File: src/rtl/seq_div.sv
// Sequential restoring divider: one quotient bit per clock, start/busy/done handshake.
// Optional two's-complement operation is enabled by defining SEQ_DIV_SIGNED_EN.
module seq_div #(
  parameter  int W  = 8,
  localparam int CW = $clog2(W + 1)
) (
  input  logic         clk,
  input  logic         clr,
  input  logic         start,
  input  logic [W-1:0] dividend,
  input  logic [W-1:0] divisor,
  output logic         busy,
  output logic         done,
  output logic [W-1:0] quotient,
  output logic [W-1:0] remainder,
  output logic         div_by_zero
);

  typedef enum logic [1:0] {
    IDLE = 2'd0,
    CALC = 2'd1,
    DONE = 2'd2
  } state_t;

  state_t          state_r;
  state_t          state_s;
  logic [W-1:0]    r_r;
  logic [W-1:0]    q_r;
  logic [W-1:0]    d_r;
  logic [CW-1:0]   cnt_r;
  logic [W:0]      t_s;
  logic [W+1:0]    sub_s;
  logic [W-1:0]    r_step_s;
  logic [W-1:0]    q_step_s;
  logic [W-1:0]    a_mag_s;
  logic [W-1:0]    b_mag_s;
  logic [W-1:0]    q_fin_s;
  logic [W-1:0]    r_fin_s;
  logic            zero_div_s;

`ifdef SEQ_DIV_SIGNED_EN
  logic            neg_q_r;
  logic            neg_r_r;

  function automatic logic [W-1:0] negate(input logic [W-1:0] v);
    return ~v + {{(W-1){1'b0}}, 1'b1};
  endfunction
`endif

  assign zero_div_s = (divisor == {W{1'b0}});

  // Operand magnitudes captured on acceptance and sign fix-up of the final step
  always_comb begin
`ifdef SEQ_DIV_SIGNED_EN
    a_mag_s = dividend[W-1] ? negate(dividend) : dividend;
    b_mag_s = divisor[W-1]  ? negate(divisor)  : divisor;
    q_fin_s = neg_q_r ? negate(q_step_s) : q_step_s;
    r_fin_s = neg_r_r ? negate(r_step_s) : r_step_s;
`else
    a_mag_s = dividend;
    b_mag_s = divisor;
    q_fin_s = q_step_s;
    r_fin_s = r_step_s;
`endif
  end

  // One restoring step; the extra top bit of T keeps divisors with MSB set correct
  always_comb begin
    t_s   = {r_r, q_r[W-1]};
    sub_s = {1'b0, t_s} - {2'b00, d_r};
    if (!sub_s[W+1]) begin
      r_step_s = sub_s[W-1:0];
      q_step_s = {q_r[W-2:0], 1'b1};
    end else begin
      r_step_s = t_s[W-1:0];
      q_step_s = {q_r[W-2:0], 1'b0};
    end
  end

  // Controller next-state
  always_comb begin
    state_s = state_r;
    case (state_r)
      IDLE: begin
        if (start) begin
          if (zero_div_s) state_s = DONE;
          else            state_s = CALC;
        end else begin
          state_s = IDLE;
        end
      end
      CALC: begin
        if (cnt_r == CW'(1)) state_s = DONE;
        else                 state_s = CALC;
      end
      DONE:    state_s = IDLE;
      default: state_s = IDLE;
    endcase
  end

  // State register with registered busy/done derived from the next state
  always_ff @(posedge clk or posedge clr) begin
    if (clr) begin
      state_r <= IDLE;
      busy    <= 1'b0;
      done    <= 1'b0;
    end else begin
      state_r <= state_s;
      busy    <= (state_s != IDLE);
      done    <= (state_s == DONE);
    end
  end

  // Datapath: operand capture, iteration, and result write on entry to DONE
  always_ff @(posedge clk or posedge clr) begin
    if (clr) begin
      r_r         <= {W{1'b0}};
      q_r         <= {W{1'b0}};
      d_r         <= {W{1'b0}};
      cnt_r       <= {CW{1'b0}};
      quotient    <= {W{1'b0}};
      remainder   <= {W{1'b0}};
      div_by_zero <= 1'b0;
`ifdef SEQ_DIV_SIGNED_EN
      neg_q_r     <= 1'b0;
      neg_r_r     <= 1'b0;
`endif
    end else begin
      case (state_r)
        IDLE: begin
          if (start) begin
            if (zero_div_s) begin
              quotient    <= {W{1'b1}};
              remainder   <= dividend;
              div_by_zero <= 1'b1;
            end else begin
              d_r         <= b_mag_s;
              q_r         <= a_mag_s;
              r_r         <= {W{1'b0}};
              cnt_r       <= CW'(W);
              div_by_zero <= 1'b0;
`ifdef SEQ_DIV_SIGNED_EN
              neg_q_r     <= dividend[W-1] ^ divisor[W-1];
              neg_r_r     <= dividend[W-1];
`endif
            end
          end
        end
        CALC: begin
          r_r   <= r_step_s;
          q_r   <= q_step_s;
          cnt_r <= cnt_r - CW'(1);
          if (cnt_r == CW'(1)) begin
            quotient  <= q_fin_s;
            remainder <= r_fin_s;
          end
        end
        default: begin
        end
      endcase
    end
  end

endmodule

File: config.mk
export PLATFORM = sky130hd
export DESIGN_NAME = seq_div
export DESIGN_NICKNAME = d
export VERILOG_FILES = /design/src/rtl/seq_div.sv
export SDC_FILE = /design/constraint.sdc
export NUM_CORES = 1
export LEC_CHECK = 0
export ABC_CLOCK_PERIOD_IN_PS = 5200
export CAP_MARGIN = 20
export CORE_AREA = 2 2 72 74
export CTS_CLUSTER_SIZE = 8
export DETAILED_ROUTE_END_ITERATION = 8
export DIE_AREA = 0 0 74 76
export GPL_TIMING_DRIVEN = 1
export PLACE_DENSITY_LB_ADDON = 0.08
export SETUP_SLACK_MARGIN = 0.4
export SYNTH_ARGS = -nofsm -noshare
export SYNTH_HDL_FRONTEND = slang
export SYNTH_SLANG_ARGS = --single-unit
File: constraint.sdc
create_clock -name clk -period 5.2 [get_ports clk]
set_input_delay 0.78 -clock clk [delete_from_list [all_inputs] [get_ports clk]]
set_output_delay 0.78 -clock clk [all_outputs]
set_load 0.02 [all_outputs]
-- Word-level counts from Yosys, hierarchy flattened
Cells that the tools add are included.
W data, S select, Z words.
- add/sub/neg operators: 2
- equality and inequality tests: 7
- mux-type cells: 24
- bitwise logic cells: 1
- reductions and logical operators: 8
- operator list (kind ; number):
    $mux W8 ; 11
    $pmux W8 S2 ; 4
    $sub A9 B8 Y10 ; 1
    $logic_not A8 Y1 ; 1
    $mux W4 ; 2
    $ne A2 B2 Y1 const B ; 4
    $pmux W4 S2 ; 1
    $mux W2 ; 3
    $reduce_and A3 Y1 ; 2
    $eq A4 B1 Y1 const B ; 1
    $pmux W2 S2 ; 1
    $reduce_and A4 Y1 ; 1
    $reduce_bool A2 Y1 ; 2
    $sub A4 B1 Y4 const B ; 1
    $eq A2 B1 Y1 const B ; 1
    $eq A2 B2 Y1 const B ; 1
    $logic_not A2 Y1 ; 1
    $mux W1 ; 2
    $reduce_and A2 Y1 ; 1
    $not A1 Y1 ; 1
- register bits: 49
- bits of input ports: 19
- output and inout bits: 19
- logic and storage cells: 52

-- Longest topological paths before layout
Gate-level depths: netlist of run 1.
- word-level depth: 5
- gate-level depth with buffers: 9
- depth with buffers taken out: 9

-- Worst setup path after synthesis of run 1
OpenSTA, ideal clock, no wires.
- path type: reg2reg
- from: reg q_r[7]
- to: reg r_r[6]
- setup time: 0.138 ns
- data arrival time: 1.930 ns
- data required time: 5.062 ns
- path slack: 3.132 ns
- stages on the path, launching flop included: 10
- cells stage by stage: dfrtp_1 -> inv_1 -> ha_1 -> inv_1 -> fa_1 -> a211o_1 -> o211ai_1 -> mux2_2 -> o22ai_1 -> o211ai_1
- word-level cells in the longest chain between the ends: 3
- RTL lines (element ; line ; RTL):
    start: declaration ; 28 ; logic [W-1:0] q_r;
    start signal: assignment ; 118 ; q_r <= {W{1'b0}};
    start signal: assignment ; 138 ; q_r <= a_mag_s;
    start signal: assignment ; 151 ; q_r <= q_step_s;
    $sub A9 B8 Y10 ; 70 ; sub_s = {1'b0, t_s} - {2'b00, d_r};
    $mux W8 ; 71 ; if (!sub_s[W+1]) begin
    $pmux W8 S2 ; 129 ; case (state_r)
    end signal: assignment ; 117 ; r_r <= {W{1'b0}};
    end signal: assignment ; 139 ; r_r <= {W{1'b0}};
    end signal: assignment ; 150 ; r_r <= r_step_s;
    end: declaration ; 27 ; logic [W-1:0] r_r;
Every way passes these cells.
A chain may end at the register's enable or synchronous reset.

-- Worst setup path in the final report of run 1
- from: reg r_r[5]
- to: reg remainder[1]
- word-level cells in the longest chain between the ends: 4
- RTL lines (element ; line ; RTL):
    $sub A9 B8 Y10 ; 70 ;
    $mux W8 ; 71 ;
    $mux W8 ; 153 ; if (cnt_r == CW'(1)) begin
    $pmux W8 S2 ; 129 ;
    end signal: assignment ; 122 ; remainder <= {W{1'b0}};
    end signal: assignment ; 134 ; remainder <= dividend;
    end signal: assignment ; 155 ; remainder <= r_fin_s;
    end: declaration ; 15 ; output logic [W-1:0] remainder,
Every way passes these cells. The select of a mux whose other input is x is not followed.

==> impl_metrics.json, run 1 <==
{
  "htreeDepth": 2,
  "drt_iter0_markers": 137,
  "cp-start-kind": "register",
  "root_buffer": "clkbuf_8",
  "crit_required_ns": 5.37,
  "fin_area_um2": 3290,
  "synthArstFlopShare": 1.00,
  "fp.dieW_um": 74,
  "period_needed_ns": 2.48,
  "clk_path_buf_depth": 2,
  "p_leak_uw": 0.00141,
  "fp.coreArea_um2": 4910,
  "irDropWorstVdd_mv": 0.331,
  "p_per_area_nw_per_um2": 699,
  "clk_pin_slew_ns": 0.09,
  "setup_ws_ns": 2.72,
  "synthFlopType": "dfrtp_1",
  "synth_nets": 317,
  "synth_area_um2": 2770,
  "numPortBuffers": 37,
  "holdBufCountCts": 0,
  "gp_congestion": 0.839,
  "initial_core_util": 0.563,
  "grt_pass1_vias": 2126,
  "postCtsSetupBuffers": 0,
  "ant_nets": 0,
  "final_hold_viol_count": 0,
  "max_freq_mhz": 404,
  "yosys_warnings": 0,
  "ctsResizeCount": 0,
  "finish.net_count": 353,
  "vias_per_cell": 5.65,
  "r2r_cells": 7,
  "clock_latency_ns": 0.30,
  "hp-class": "register to register",
  "finClkSkew_ns": 0.0103,
  "grt_setup_unrepaired": "no",
  "critPathArrivalTime_ns": 2.64,
  "critPathCapture": "remainder[1]",
  "fin_crit_sh": 0.476,
  "rrSetupSlack_ns": 2.72,
  "end_kind": "register",
  "final_common_cell": "dfrtp_1",
  "final_cell_mix": "49 x dfrtp_1, 37 x clkdlybuf4s50_1, 30 x nand2_1, 26 x a21oi_1, 24 x nor2_1",
  "status": "completed",
  "drive_gt1_frac": 0.0895,
  "antenna_found_initial": 0,
  "cts_buffers": 5,
  "cp-startpoint": "r_r[5]",
  "grt_use_total": 0.228,
  "synth_cells": 287,
  "post-place-ws_ns": 2.45,
  "relSlewSlack": 0.549,
  "cts.sinks": 49,
  "path_class": "register to register",
  "tightest_slew_ns": 0.669,
  "die-area_um2": 5620,
  "row_count": 26,
  "hpwl_um": 4400,
  "routed_wl_um": 6000,
  "wire_per_inst_um": 15.2,
  "vias": 2226,
  "setup_tns_ns": 0,
  "r2r-start": "r_r[5]",
  "timing.final.setup_violations": 0,
  "syn_to_final_growth_pct": 18.9,
  "place_inst": 384,
  "dpl-instance-area_um2": 3140,
  "cap_violations": 0,
  "syn_area_per_cell_um2": 9.64,
  "die_h_um": 76,
  "ys_ff_latch": 49,
  "cts_tree": "built",
  "fin_cells": 394,
  "synth-edff-count": 0,
  "pin_count": 38,
  "route.detailed.drc": 0,
  "grt_max_degree": 50,
  "antenna_cells": 0,
  "drv_slew": 0,
  "ys_seq_area_frac": 0.443,
  "grt_overflow": 0,
  "crit_fanout": 8,
  "firstDrtPassIters": 4,
  "grt_first_pass_wirelength_um": 10100,
  "rr_endpoint": "remainder[1]",
  "synth_cell_type_count": 57,
  "holdWs_ns": 0.488
}
-- state kept, by name, summed over array words and instances (netlist names) --
signal	flops
r_r	8
busy	1
quotient	8
d_r	8
q_r	8
div_by_zero	1
cnt_r	4
state_r	2
done	1
remainder	8
-- synthesized netlist by cell type (all sizes together), types with 4 or more instances --
cell	count	area [µm²]
nor2	25	101
o211ai	6	45.0
nand3	9	57.6
ha	10	125
o22ai	4	25.0
nand4	4	25.0
o21ai	19	110
dfrtp	49	1230
buf	8	66.3
a31oi	4	25.0
and3	5	32.5
inv	18	67.6
nor3b	4	41.3
mux2i	8	80.1
nand2	31	119
xor2	5	43.8
clkbuf	5	38.8
a21oi	27	139
-- cells by family (layout without fill, tap and decap cells) --
logic type	Yosys count	count (layout)	synth area share
buffers and inverters	31	68	0.0624
muxes	10	10	0.0384
adders and majority gates	11	11	0.0524
AOI/OAI and AO/OA	85	85	0.199
and+or+nand+nor	95	95	0.186
xor gates and xnor gates	6	6	0.0190
DFF	49	49	0.443
-- cell type report --
type,count,area [µm²]
inverters,18,67.6
flip-flops and latches,49,1230
multi-input cells,207,1370
clock inverters,3,43.8
well taps,70,87.6
clock buffers,5,68.8
fillers,413,1620
repair buffers,42,428
-- per-layer routing --
layer / global-route usage / vias up / routed length, µm
met1: 0.324 / 1059 / 2770
met3: 0.0384 / 5 / 286
met2: 0.364 / 61 / 2900
li1: - / 1101 / -
met5: 0 / - / 0
met4: 0.0491 / 0 / 42
-- worst max-delay path, stage by stage (launching register included) --
cell,delay (ns)
dfrtp_1,0.42
ha_1,0.41
a21oi_1,0.14
o21ai_0,0.56
buf_4,0.28
nor2_1,0.06
a211oi_1,0.35
o22ai_1,0.12
-- worst min-delay path by stage --
| stage | startpoint | slack [ns] | to | cells after the start |
|---|---|---|---|---|
| 3_5_place_dp | div_by_zero | 0.47 | div_by_zero | 2 |
| 6_report | div_by_zero | 0.49 | div_by_zero | 2 |
| 4_1_cts | div_by_zero | 0.49 | div_by_zero | 2 |
| 2_1_floorplan | r_r[7] | 0.45 | r_r[7] | 2 |
| 5_1_grt | div_by_zero | 0.53 | div_by_zero | 2 |
| 3_3_place_gp | r_r[7] | 0.47 | r_r[7] | 2 |
-- stage by stage --
stage                     power (µW)   util
final                           2300  0.670
after CTS                       2290  0.663
after detailed placement        2010  0.640
after floorplan                 1680      -
after global placement          1980  0.640
after global routing            2500  0.670
-- where the power goes --
group,internal [µW],switching (µW),total (µW),leakage [µW]
logic,571,803,1370,0.000788
registers,550,104,654,0.000560
clock network,144,129,273,0.0000585
Power figures use the tool's default switching activity.
==> run 2: changes to the inputs <==
--- a/config.mk
+++ b/config.mk
@@ -5,12 +5,12 @@
 export SDC_FILE = /design/constraint.sdc
 export NUM_CORES = 1
 export LEC_CHECK = 0
-export ABC_CLOCK_PERIOD_IN_PS = 5200
+export ABC_CLOCK_PERIOD_IN_PS = 2400
 export CAP_MARGIN = 20
-export CORE_AREA = 2 2 72 74
+export CORE_AREA = 2 2 74 76
 export CTS_CLUSTER_SIZE = 8
 export DETAILED_ROUTE_END_ITERATION = 8
-export DIE_AREA = 0 0 74 76
+export DIE_AREA = 0 0 76 78
 export GPL_TIMING_DRIVEN = 1
 export PLACE_DENSITY_LB_ADDON = 0.08
 export SETUP_SLACK_MARGIN = 0.4
==> constraint.sdc (replaced) <==
create_clock -name clk -period 2.4 [get_ports clk]
set_input_delay 0.36 -clock clk [delete_from_list [all_inputs] [get_ports clk]]
set_output_delay 0.36 -clock clk [all_outputs]
set_load 0.02 [all_outputs]
==> run 2 against run 1 <==
Against the previous run:
- fmax grew 19%
- cell area rose by 8.3%
- sequential power increased by 120%
==> impl_metrics.json, run 2 (synthesis gave the netlist of run 1 again) <==
{
  "status": "completed",
  "drive_gt1_frac": 0.197,
  "finClkSkew_ns": 0.0175,
  "row_count": 26,
  "post-route-util": 0.706,
  "die_h_um": 78,
  "pin_count": 38,
  "crit_path_max_incr_delay_ns": 0.44,
  "finish.net_count": 375,
  "p_per_area_nw_per_um2": 1570,
  "route.detailed.drc": 0,
  "clk_path_buf_depth": 2,
  "relSlewSlack": 0.418,
  "root_buffer": "clkbuf_8",
  "cp-startpoint": "d_r[0]",
  "clock_latency_ns": 0.31,
  "grt_setup_unrepaired": "yes",
  "fp.coreArea_um2": 5040,
  "hp-class": "input pin to async pin",
  "drt_iter0_markers": 178,
  "max_freq_mhz": 479,
  "drv_slew": 0,
  "numPortBuffers": 37,
  "fp.dieW_um": 76,
  "cp-start-kind": "register",
  "fin_crit_sh": 0.870,
  "tightest_slew_ns": 0.873,
  "hpwl_um": 4900,
  "firstDrtPassIters": 4,
  "final_cell_mix": "48 x dfrtp_1, 37 x clkdlybuf4s50_1, 29 x nand2_1, 26 x buf_4, 25 x a21oi_1",
  "final_hold_viol_count": 0,
  "die-area_um2": 5930,
  "r2r-start": "d_r[0]",
  "antenna_cells": 0,
  "timing.final.setup_violations": 0,
  "syn_to_final_growth_pct": 28.7,
  "antenna_found_initial": 0,
  "cts_tree": "built",
  "period_needed_ns": 2.09,
  "path_class": "register to register",
  "final_common_cell": "dfrtp_1",
  "crit_required_ns": 2.55,
  "routed_wl_um": 6980,
  "post-place-ws_ns": 0.167,
  "cap_violations": 0,
  "initial_core_util": 0.549,
  "wire_per_inst_um": 16.8,
  "grt_max_degree": 34,
  "setup_ws_ns": 0.311,
  "grt_overflow": 0,
  "gp_congestion": 0.865,
  "vias_per_cell": 5.75,
  "critPathArrivalTime_ns": 2.24,
  "irDropWorstVdd_mv": 0.773,
  "crit_top_cell": "o211ai_1",
  "cts.sinks": 49,
  "crit_fanout": 2,
  "cts_buffers": 5,
  "end_kind": "register",
  "clk_pin_slew_ns": 0.10,
  "setup_tns_ns": 0,
  "htreeDepth": 2,
  "ant_nets": 0,
  "grt_use_total": 0.242,
  "p_leak_uw": 0.00152,
  "vias": 2390,
  "cp_slowest_cell": "dfrtp_1",
  "grt_first_pass_wirelength_um": 11500,
  "crit_chain": "ha_4 > inv_2 > fa_2 > a211o_1 > o211ai_1 > mux2_4 > o22ai_4 > o211ai_1",
  "grt_pass1_vias": 2326
}
[run 2: final cells by class]
cell class | instances | area [µm²]
Fill cell | 408 | 1480
Timing Repair Buffer | 63 | 566
Inverter | 18 | 67.6
Sequential cell | 49 | 1230
Clock buffer | 5 | 68.8
Tap cell | 70 | 87.6
Multi-Input combinational cell | 208 | 1500
Clock inverter | 3 | 43.8
[run 2: routing by layer]
layer | GRT usage | part of all wire | wire, µm | vias to the layer above
li1 | - | - | - | 1146
met1 | 0.325 | 0.44 | 3090 | 1169
met2 | 0.414 | 0.50 | 3480 | 67
met3 | 0.0349 | 0.049 | 341 | 8
met4 | 0.0673 | 0.0097 | 68 | 0
met5 | 0 | 0 | 0 | -
[run 2: report_power, final]
| group | total [µW] | switching [µW] | leakage [µW] | internal [µW] |
|---|---|---|---|---|
| clock network | 604 | 291 | 0.0000585 | 313 |
| logic | 3550 | 2010 | 0.000904 | 1550 |
| registers | 1450 | 253 | 0.000559 | 1190 |
| total | 5600 | 2550 | 0.00152 | 3050 |
[run 2: stage by stage]
step / total power (µW) / cell area, µm² / std cells / hold slack, ns
3_5_place_dp: 4530 / 3230 / 394 / 0.489
3_3_place_gp: 4450 / 3230 / 394 / 0.472
6_report: 5600 / 3560 / 416 / 0.462
5_1_grt: 6010 / 3560 / 416 / 0.523
4_1_cts: 5350 / 3410 / 404 / 0.485
2_1_floorplan: 3670 / 2780 / 287 / 0.449
[run 2: worst max-delay path: cells and delay by family (launching register included)]
| family | cells | cell delay [ns] |
|---|---|---|
| buffers and inverters | 1 | 0.04 |
| AOI/OAI and AO/OA | 4 | 0.62 |
| muxes | 1 | 0.34 |
| adders and majority gates | 2 | 0.50 |
| DFF | 1 | 0.44 |
[run 2: path summary, 6_finish.rpt]
path | endpoint | slack, ns | cells past startpoint
min | busy | 0.46 | 2
min reg2reg | div_by_zero | 0.50 | 2
min in group clk | div_by_zero | 0.50 | 2
max | r_r[6] | 0.31 | 8
max in group asynchronous | r_r[6] | 1.30 | 3
max reg2reg | r_r[6] | 0.31 | 8
[run 2: what timing repair did]
item                                    in CTS  in global routing
buffers inserted                             2                 11
pin swaps                                    3                 10
resized for setup                           14                 13
endpoints found under the setup margin      23                 23
hold buffers                                 0                  0
cloned                                       0                  1
==> run 3: changes to the inputs <==
--- a/config.mk
+++ b/config.mk
@@ -7,10 +7,12 @@
 export LEC_CHECK = 0
 export ABC_CLOCK_PERIOD_IN_PS = 2400
 export CAP_MARGIN = 20
-export CORE_AREA = 2 2 74 76
+export CELL_PAD_IN_SITES_DETAIL_PLACEMENT = 1
+export CELL_PAD_IN_SITES_GLOBAL_PLACEMENT = 1
+export CORE_AREA = 2 2 65 113
 export CTS_CLUSTER_SIZE = 8
 export DETAILED_ROUTE_END_ITERATION = 8
-export DIE_AREA = 0 0 76 78
+export DIE_AREA = 0 0 67 115
 export GPL_TIMING_DRIVEN = 1
 export PLACE_DENSITY_LB_ADDON = 0.08
 export SETUP_SLACK_MARGIN = 0.4
==> run 3 against run 2 <==
Against the previous run:
- clock-buffer cell count unchanged
- core utilization decreased by 17 points
- critical path depth unchanged
- first-iteration DRC count decreased by 60%
- combinational power about the same
- sequential power about the same
- setup slack improved by 0.077 ns
==> impl_metrics.json, run 3 (synthesis gave the netlist of run 1 again) <==
{
  "p_per_area_nw_per_um2": 1620,
  "register_area_um2": 1230,
  "vias_per_cell": 5.55,
  "crit_fanout": 2,
  "fin_cells": 429,
  "hp-start": "r_r[7]",
  "end_kind": "register",
  "p_leak_uw": 0.00155,
  "grt_use_total": 0.224,
  "routed_wl_um": 7980,
  "wire_per_inst_um": 18.6,
  "grt_pass1_vias": 2551,
  "drt_iter0_markers": 71,
  "numPortBuffers": 37,
  "finish.net_count": 374,
  "drive_gt1_frac": 0.191,
  "cts_tree": "built",
  "place_inst": 410,
  "row_count": 40,
  "clk_pin_slew_ns": 0.06,
  "grt_overflow": 0,
  "clock_latency_ns": 0.30,
  "die-area_um2": 7710,
  "antenna_found_initial": 0,
  "syn_to_final_growth_pct": 31.1,
  "relSlewSlack": 0.540,
  "pin_count": 38,
  "tightest_slew_ns": 0.690,
  "clk_path_buf_depth": 2,
  "antenna_cells": 0,
  "final_hold_viol_count": 0,
  "ant_nets": 0,
  "final_common_cell": "dfrtp_1",
  "multiInputGateArea_um2": 1480,
  "critPathArrivalTime_ns": 2.16,
  "irDropWorstVdd_mv": 0.976,
  "initial_core_util": 0.407,
  "cap_violations": 0,
  "grt_max_degree": 50,
  "route.detailed.drc": 0,
  "final_cell_mix": "48 x dfrtp_1, 37 x clkdlybuf4s50_1, 30 x nand2_1, 25 x buf_4, 24 x a21oi_1",
  "grt_first_pass_wirelength_um": 12900,
  "grt_setup_unrepaired": "yes",
  "r2r-start": "d_r[0]",
  "cp-startpoint": "d_r[0]",
  "drv_slew": 0,
  "max_freq_mhz": 497,
  "timing.final.setup_violations": 0,
  "firstDrtPassIters": 4,
  "gp_congestion": 0.779,
  "fp.dieW_um": 67,
  "hp-class": "register to register",
  "cts_buffers": 5,
  "root_buffer": "clkbuf_16",
  "finClkSkew_ns": 0.00623,
  "cp-start-kind": "register",
  "setup_tns_ns": 0,
  "fillCellCount": 796,
  "cts.sinks": 49,
  "htreeDepth": 2,
  "crit_required_ns": 2.55,
  "status": "completed",
  "fp.coreArea_um2": 6810,
  "path_class": "register to register",
  "die_h_um": 115,
  "vias": 2382,
  "fin_crit_sh": 0.838,
  "period_needed_ns": 2.01,
  "hpwl_um": 5730
}
## run 3: layer usage
metal | vias to the layer above | global-route usage | wire length (µm)
li1 | 1138 | - | -
met1 | 1191 | 0.266 | 3190
met2 | 37 | 0.381 | 4290
met3 | 16 | 0.0401 | 195
met4 | 0 | 0.113 | 309
met5 | - | 0 | 0
## run 3: power by group
part           leakage, µW  internal [µW]  switching, µW
clock            0.0000938            595            317
combinational     0.000895           1520           2010
sequential        0.000559           1200            247
total              0.00155           3310           2580
## run 3: worst paths after layout
kind                                     to  depth (start not counted)  slack (ns)
worst max-delay path                 r_r[6]                          8        0.39
worst min-delay path                 r_r[7]                          2        0.49
worst max register to register       r_r[6]                          8        0.39
worst min register to register       r_r[7]                          2        0.49
max in group asynchronous            r_r[0]                          3        1.37
min in group asynchronous       quotient[7]                          3        0.54
## run 3: per-stage QoR
step / power (µW) / area (µm²) / hold WS [ns] / utilization / setup slack [ns]
after global routing: 6340 / 3630 / 0.533 / 0.533 / 0.286
after detailed placement: 4630 / 3260 / 0.488 / 0.479 / 0.116
final: 5890 / 3630 / 0.494 / 0.533 / 0.388
after CTS: 5840 / 3550 / 0.503 / 0.521 / 0.329
after floorplan: 3670 / 2780 / 0.449 / - / 0.408
after global placement: 4550 / 3260 / 0.468 / 0.479 / 0.210
## run 3: final cells by class
| cell class | instances | area share |
|---|---|---|
| clock buffers | 5 | 0.0345 |
| clock inverters | 3 | 0.0179 |
| inverters | 18 | 0.0186 |
| multi-input cells | 208 | 0.408 |
| flip-flops and latches | 49 | 0.338 |
| well taps | 84 | 0.0290 |
| repair buffers | 62 | 0.154 |
## run 3: what timing repair did
| item | in CTS | in global routing |
|---|---|---|
| buffers inserted | 3 | 7 |
| cloned | 0 | 1 |
| pin swaps | 5 | 8 |
| gates resized for setup | 17 | 5 |
| setup endpoints to repair | 15 | 15 |
| hold buffers | 0 | 0 |
## run 3: critical path, stage by stage, from the launching register on
cell and delay (ns):
dfrtp_1 0.42, ha_4 0.16, inv_2 0.04, fa_2 0.33
a211o_1 0.28, o211ai_1 0.11, mux2_4 0.33, o22ai_4 0.11
o211ai_1 0.09
